==> config.mk <==
export PLATFORM = sky130hd
export DESIGN_NAME = fxp_div_seq
export DESIGN_NICKNAME = d
export VERILOG_FILES = /design/src/rtl/fxp_div_seq.sv
export SDC_FILE = /design/constraint.sdc
export NUM_CORES = 1
export LEC_CHECK = 0
export ABC_AREA = 1
export BUFFER_PORTS_ARGS = -buffer_cell sky130_fd_sc_hd__buf_2
export CORE_MARGIN = 1.5
export CORE_UTILIZATION = 40
export DETAILED_ROUTE_END_ITERATION = 12
export PLACE_DENSITY = 0.63
export REMOVE_ABC_BUFFERS = 1
export SLEW_MARGIN = 20
export SYNTH_ARGS = -nofsm -noshare
export SYNTH_HDL_FRONTEND = slang
export SYNTH_SLANG_ARGS = --single-unit
==> constraint.sdc <==
create_clock -name clk -period 2.65 [get_ports clk]
set_clock_uncertainty 0.15 [all_clocks]
set_input_delay 0.3975 -clock clk [delete_from_list [all_inputs] [get_ports clk]]
set_output_delay 0.3975 -clock clk [all_outputs]
set_load 0.02 [all_outputs]
==> src/rtl/fxp_div_seq.sv <==
// Sequential unsigned fixed-point divider: Q = (A << FRAC) / B, restoring, one bit per clock.
// Start/valid/ready handshake with divide-by-zero and early overflow abort.
module fxp_div_seq #(
  parameter int WIDTH = 10,
  parameter int FRAC  = 4
) (
  input  logic             clk,
  input  logic             rst,
  input  logic             start,
  input  logic [WIDTH-1:0] in_A,
  input  logic [WIDTH-1:0] in_B,
  output logic             busy,
  output logic             valid,
  input  logic             ready,
  output logic [WIDTH-1:0] q_out,
  output logic [WIDTH-1:0] r_out,
  output logic             dvz,
  output logic             ovf
);

  localparam int ITER = WIDTH + FRAC;
  localparam int CW   = $clog2(ITER + 1);

  typedef enum logic [1:0] {IDLE, CALC, DONE} state_t;

  state_t           state_q, state_d;
  logic [ITER-1:0]  div_q, div_d;
  logic [WIDTH:0]   rem_q, rem_d;
  logic [WIDTH-1:0] quo_q, quo_d;
  logic [WIDTH-1:0] b_q, b_d;
  logic [WIDTH-1:0] q_out_q, q_out_d;
  logic [WIDTH-1:0] r_out_q, r_out_d;
  logic [CW-1:0]    cnt_q, cnt_d;
  logic             dvz_q, dvz_d;
  logic             ovf_q, ovf_d;

  logic [WIDTH:0]   trial, diff;
  logic             qbit, abort, last;
  logic [1:0]       unused_bits;

  assign trial = {rem_q[WIDTH-1:0], div_q[ITER-1]};
  assign diff  = trial - {1'b0, b_q};
  assign qbit  = (trial >= {1'b0, b_q});
  // A 1 in the first FRAC steps has weight >= 2^WIDTH, so the result cannot fit.
  assign abort = qbit && (cnt_q < CW'(FRAC));
  assign last  = (cnt_q == CW'(ITER - 1));
  assign unused_bits = {rem_q[WIDTH], quo_q[WIDTH-1]};

  always_ff @(posedge clk or posedge rst) begin
    if (rst) state_q <= IDLE;
    else     state_q <= state_d;
  end

  always_comb begin
    state_d = state_q;
    unique case (state_q)
      IDLE: if (start) state_d = (in_B == '0) ? DONE : CALC;
      CALC: if (abort || last) state_d = DONE;
      DONE: if (ready) state_d = IDLE;
      default: state_d = IDLE;
    endcase
  end

  always_comb begin
    div_d   = div_q;
    rem_d   = rem_q;
    quo_d   = quo_q;
    b_d     = b_q;
    cnt_d   = cnt_q;
    q_out_d = q_out_q;
    r_out_d = r_out_q;
    dvz_d   = dvz_q;
    ovf_d   = ovf_q;
    unique case (state_q)
      IDLE: begin
        if (start) begin
          b_d     = in_B;
          div_d   = ITER'(in_A) << FRAC;
          rem_d   = '0;
          quo_d   = '0;
          cnt_d   = '0;
          q_out_d = '0;
          r_out_d = '0;
          dvz_d   = (in_B == '0);
          ovf_d   = 1'b0;
        end
      end
      CALC: begin
        div_d = div_q << 1;
        rem_d = qbit ? diff : trial;
        quo_d = {quo_q[WIDTH-2:0], qbit};
        cnt_d = cnt_q + CW'(1);
        if (abort) begin
          ovf_d   = 1'b1;
          q_out_d = '0;
          r_out_d = '0;
        end else if (last) begin
          q_out_d = {quo_q[WIDTH-2:0], qbit};
          r_out_d = rem_d[WIDTH-1:0];
        end
      end
      default: ;
    endcase
  end

  always_ff @(posedge clk or posedge rst) begin
    if (rst) begin
      div_q   <= '0;
      rem_q   <= '0;
      quo_q   <= '0;
      b_q     <= '0;
      cnt_q   <= '0;
      q_out_q <= '0;
      r_out_q <= '0;
      dvz_q   <= 1'b0;
      ovf_q   <= 1'b0;
    end else begin
      div_q   <= div_d;
      rem_q   <= rem_d;
      quo_q   <= quo_d;
      b_q     <= b_d;
      cnt_q   <= cnt_d;
      q_out_q <= q_out_d;
      r_out_q <= r_out_d;
      dvz_q   <= dvz_d;
      ovf_q   <= ovf_d;
    end
  end

  always_comb begin
    busy  = (state_q != IDLE);
    valid = (state_q == DONE);
    q_out = q_out_q;
    r_out = r_out_q;
    dvz   = dvz_q;
    ovf   = ovf_q;
  end

endmodule

==> impl_metrics.ini <==
[floorplanning]
core_um2 = 8340
ioPinCount = 48
rows = 33
dieHeight_um = 96.3
dieWidth_um = 96.3
initial_core_util_pct = 41.7
dieArea_um2 = 9270

[pwr]
vdd_ir_drop_max_mv = 0.720
power.density_nw_per_um2 = 1450
leakagePower_nw = 2.21
p_total_mw = 5.88

[cts]
clkSlewWorstSetupHoldPaths_ns = 0.07
cts_tree = done
cts_setup_buffers = 0
cts_max_level = 3
clock_latency_ns = 0.34
cts_buffer_depth = 2
cts_buffers = 9
clock_sinks = 67
root_buffer = clkbuf_8

[setup_path]
critical_path.startpoint_type = flip-flop
r2r_cells = 12
arrival_ns = 2.50
worst-setup-path-type = reg -> reg
crit_path_end_kind = flip-flop
path_max_fanout = 13
worstPathRequired_ns = 2.76

[sta]
finalHoldViolCount = 0
maxSlewHeadroom_pct = 70.2
finalMaxSlewViolations = 0
fmax_ghz = 0.419
setup_viol = 0
fin_tns_setup_ns = 0
min_period_ns = 2.39
rsz0062_at_grt = no
post-route-period-util_pct = 90.1
tightest_slew_ns = 0.446
setup_slack_ns = 0.263

[worst_hold_path]
min_delay_path_depth = 3
hold_class = in -> reg

[logic_synthesis]
synth_top_cells_by_count = nand2_1, dfrtp_1, inv_1
ys.flop_type = dfrtp_1
synth_area_leaders = dfrtp_1, nand2_1, inv_1, o21ai_0, ha_1
avgSynthCellArea_um2 = 7.97
yosys.area.top_type_share_pct = 48.2
yosysMostFrequentCell = nand2_1
yosysWarningCount = 0
synth-seq-cells = 67
synth_area_um2 = 3480
netlist_instances = 437
async_reset_ff_share_pct = 100
synth_top_area_cell = dfrtp_1
synth_edf_count = 0
synth_cell_types = 28
ys_seq_area_share_pct = 48.2

[placement]
io_buffers = 47
dpl.hpwl_um = 5830
gp_congestion = 0.945
place_inst = 582
place_ws_ns = 0.173

[status]
status = completed

[global_route]
grt_first_pass_wirelength_um = 13200
first_global_vias = 2825
top_usage_layer = met2
grt_usage_pct = 18.8
grtUsageMet2_pct = 30.7
grt-ovfl-total = 0
antenna_found_initial = 0
gr-usage-met1_pct = 24.8
grtUsageMet3_pct = 4.03
grt_start_max_net_pins = 28

[final_layout]
instances_no_fill = 599
n_fill_cell = 853
multi_input_area_um2 = 1540
final-seq-area_um2 = 1680
insertedDiodeCount = 0
final_net_count = 526
drive_above_1_share_pct = 18.6
area_growth_pct = 16.6
fin_util_pct = 48.7

[drt]
via_per_inst = 4.86
vias = 2912
first_pass_iters = 5
drt-initial-drc-count = 155
wl_per_cell_um = 12.8
drtAntennaViolNets = 0
drt_wl_total_um = 7650
drcViolationCount = 0

[flow_run]
cap_violations = 0
placed cells by master, fill, tap and decap left out, types with 2 or more instances in the layout:
cell type,count
inv_1,46
ha_1,12
nand3b_1,6
o21ai_2,5
nand2_1,147
nand2_2,5
xor2_1,2
o21ai_0,31
clkbuf_8,11
o21ai_1,7
a32o_1,2
xnor2_1,2
bufinv_16,2
a21oi_1,17
buf_2,47
buf_4,7
dfrtp_1,67
nand3_1,17
o22ai_1,3
clkinv_2,3
nand2_4,5
nor2_1,35
inv_2,3
nand4_1,4
critical path, stage by stage, from the launching register on:
cell	delay [ns]
dfrtp_1	0.37
inv_1	0.07
ha_1	0.34
nand2_1	0.09
nand2_1	0.09
a21oi_1	0.24
nand2_2	0.12
nand2_4	0.13
nand2_4	0.12
nand2_4	0.11
nand3_4	0.06
buf_4	0.21
o21ai_1	0.18
metrics by stage:
| stage | hold slack (ns) | cell area (um^2) |
|---|---|---|
| 6_report | 0.130 | 4060 |
| 3_5_place_dp | 0.282 | 3820 |
| 3_3_place_gp | 0.282 | 3820 |
| 2_1_floorplan | 0.292 | 3400 |
| 4_1_cts | 0.123 | 4050 |
| 5_1_grt | 0.146 | 4060 |
cells by family (layout without fill, tap and decap cells):
group,count (synthesis),count (layout),synth area share [%]
buffers and inverters,63,120,7.73
adders and majority gates,13,13,4.89
xor gates and xnor gates,4,4,1.01
and+or+nand+nor,224,224,27.7
AOI/OAI and AO/OA,66,66,10.5
DFF,67,67,48.2
routing by layer:
metal | part of all wire (%) | vias to the layer above
met5 | 0 | -
met4 | 1.4 | 0
li1 | - | 1485
met1 | 47 | 1356
met3 | 4.4 | 9
met2 | 47 | 62
sequential cells by signal (all words and copies together), names as in the netlist:
register,count
quo_q,9
q_out,10
ovf,1
div_q,10
r_out,10
state_q,2
rem_q,10
cnt_q,4
dvz,1
b_q,10
repair_timing:
| action | CTS | global route |
|---|---|---|
| hold buffers | 1 | 0 |
| gates resized for setup | 0 | 1 |
| endpoints found under the setup margin | 0 | 5 |
| endpoints found under the hold margin | 20 | 0 |
power by group:
part | leakage (nW) | switching, mW | internal (mW)
Sequential | 0.869 | 0.247 | 1.44
Combinational | 1.22 | 2.12 | 1.11
Clock | 0.119 | 0.383 | 0.576
layout make-up:
class | count | share of cell area (%)
clock buffers | 11 | 3.73
well taps | 105 | 3.24
clock inverters | 5 | 1.85
flip-flops and latches | 67 | 41.3
inverters | 49 | 4.53
multi-input cells | 307 | 38.0
repair buffers | 55 | 7.34
final timing paths:
check | start | to | slack (ns)
min in group asynchronous | rst | quo_q[6] | 0.45
max in group asynchronous | rst | b_q[3] | 1.20
setup / recovery | b_q[6] | q_out[6] | 0.26
setup reg to reg | b_q[6] | q_out[6] | 0.26
hold reg to reg | quo_q[4] | quo_q[4] | 0.32
hold / removal | in_B[5] | b_q[5] | 0.13
(Power assumes the default switching activity.)
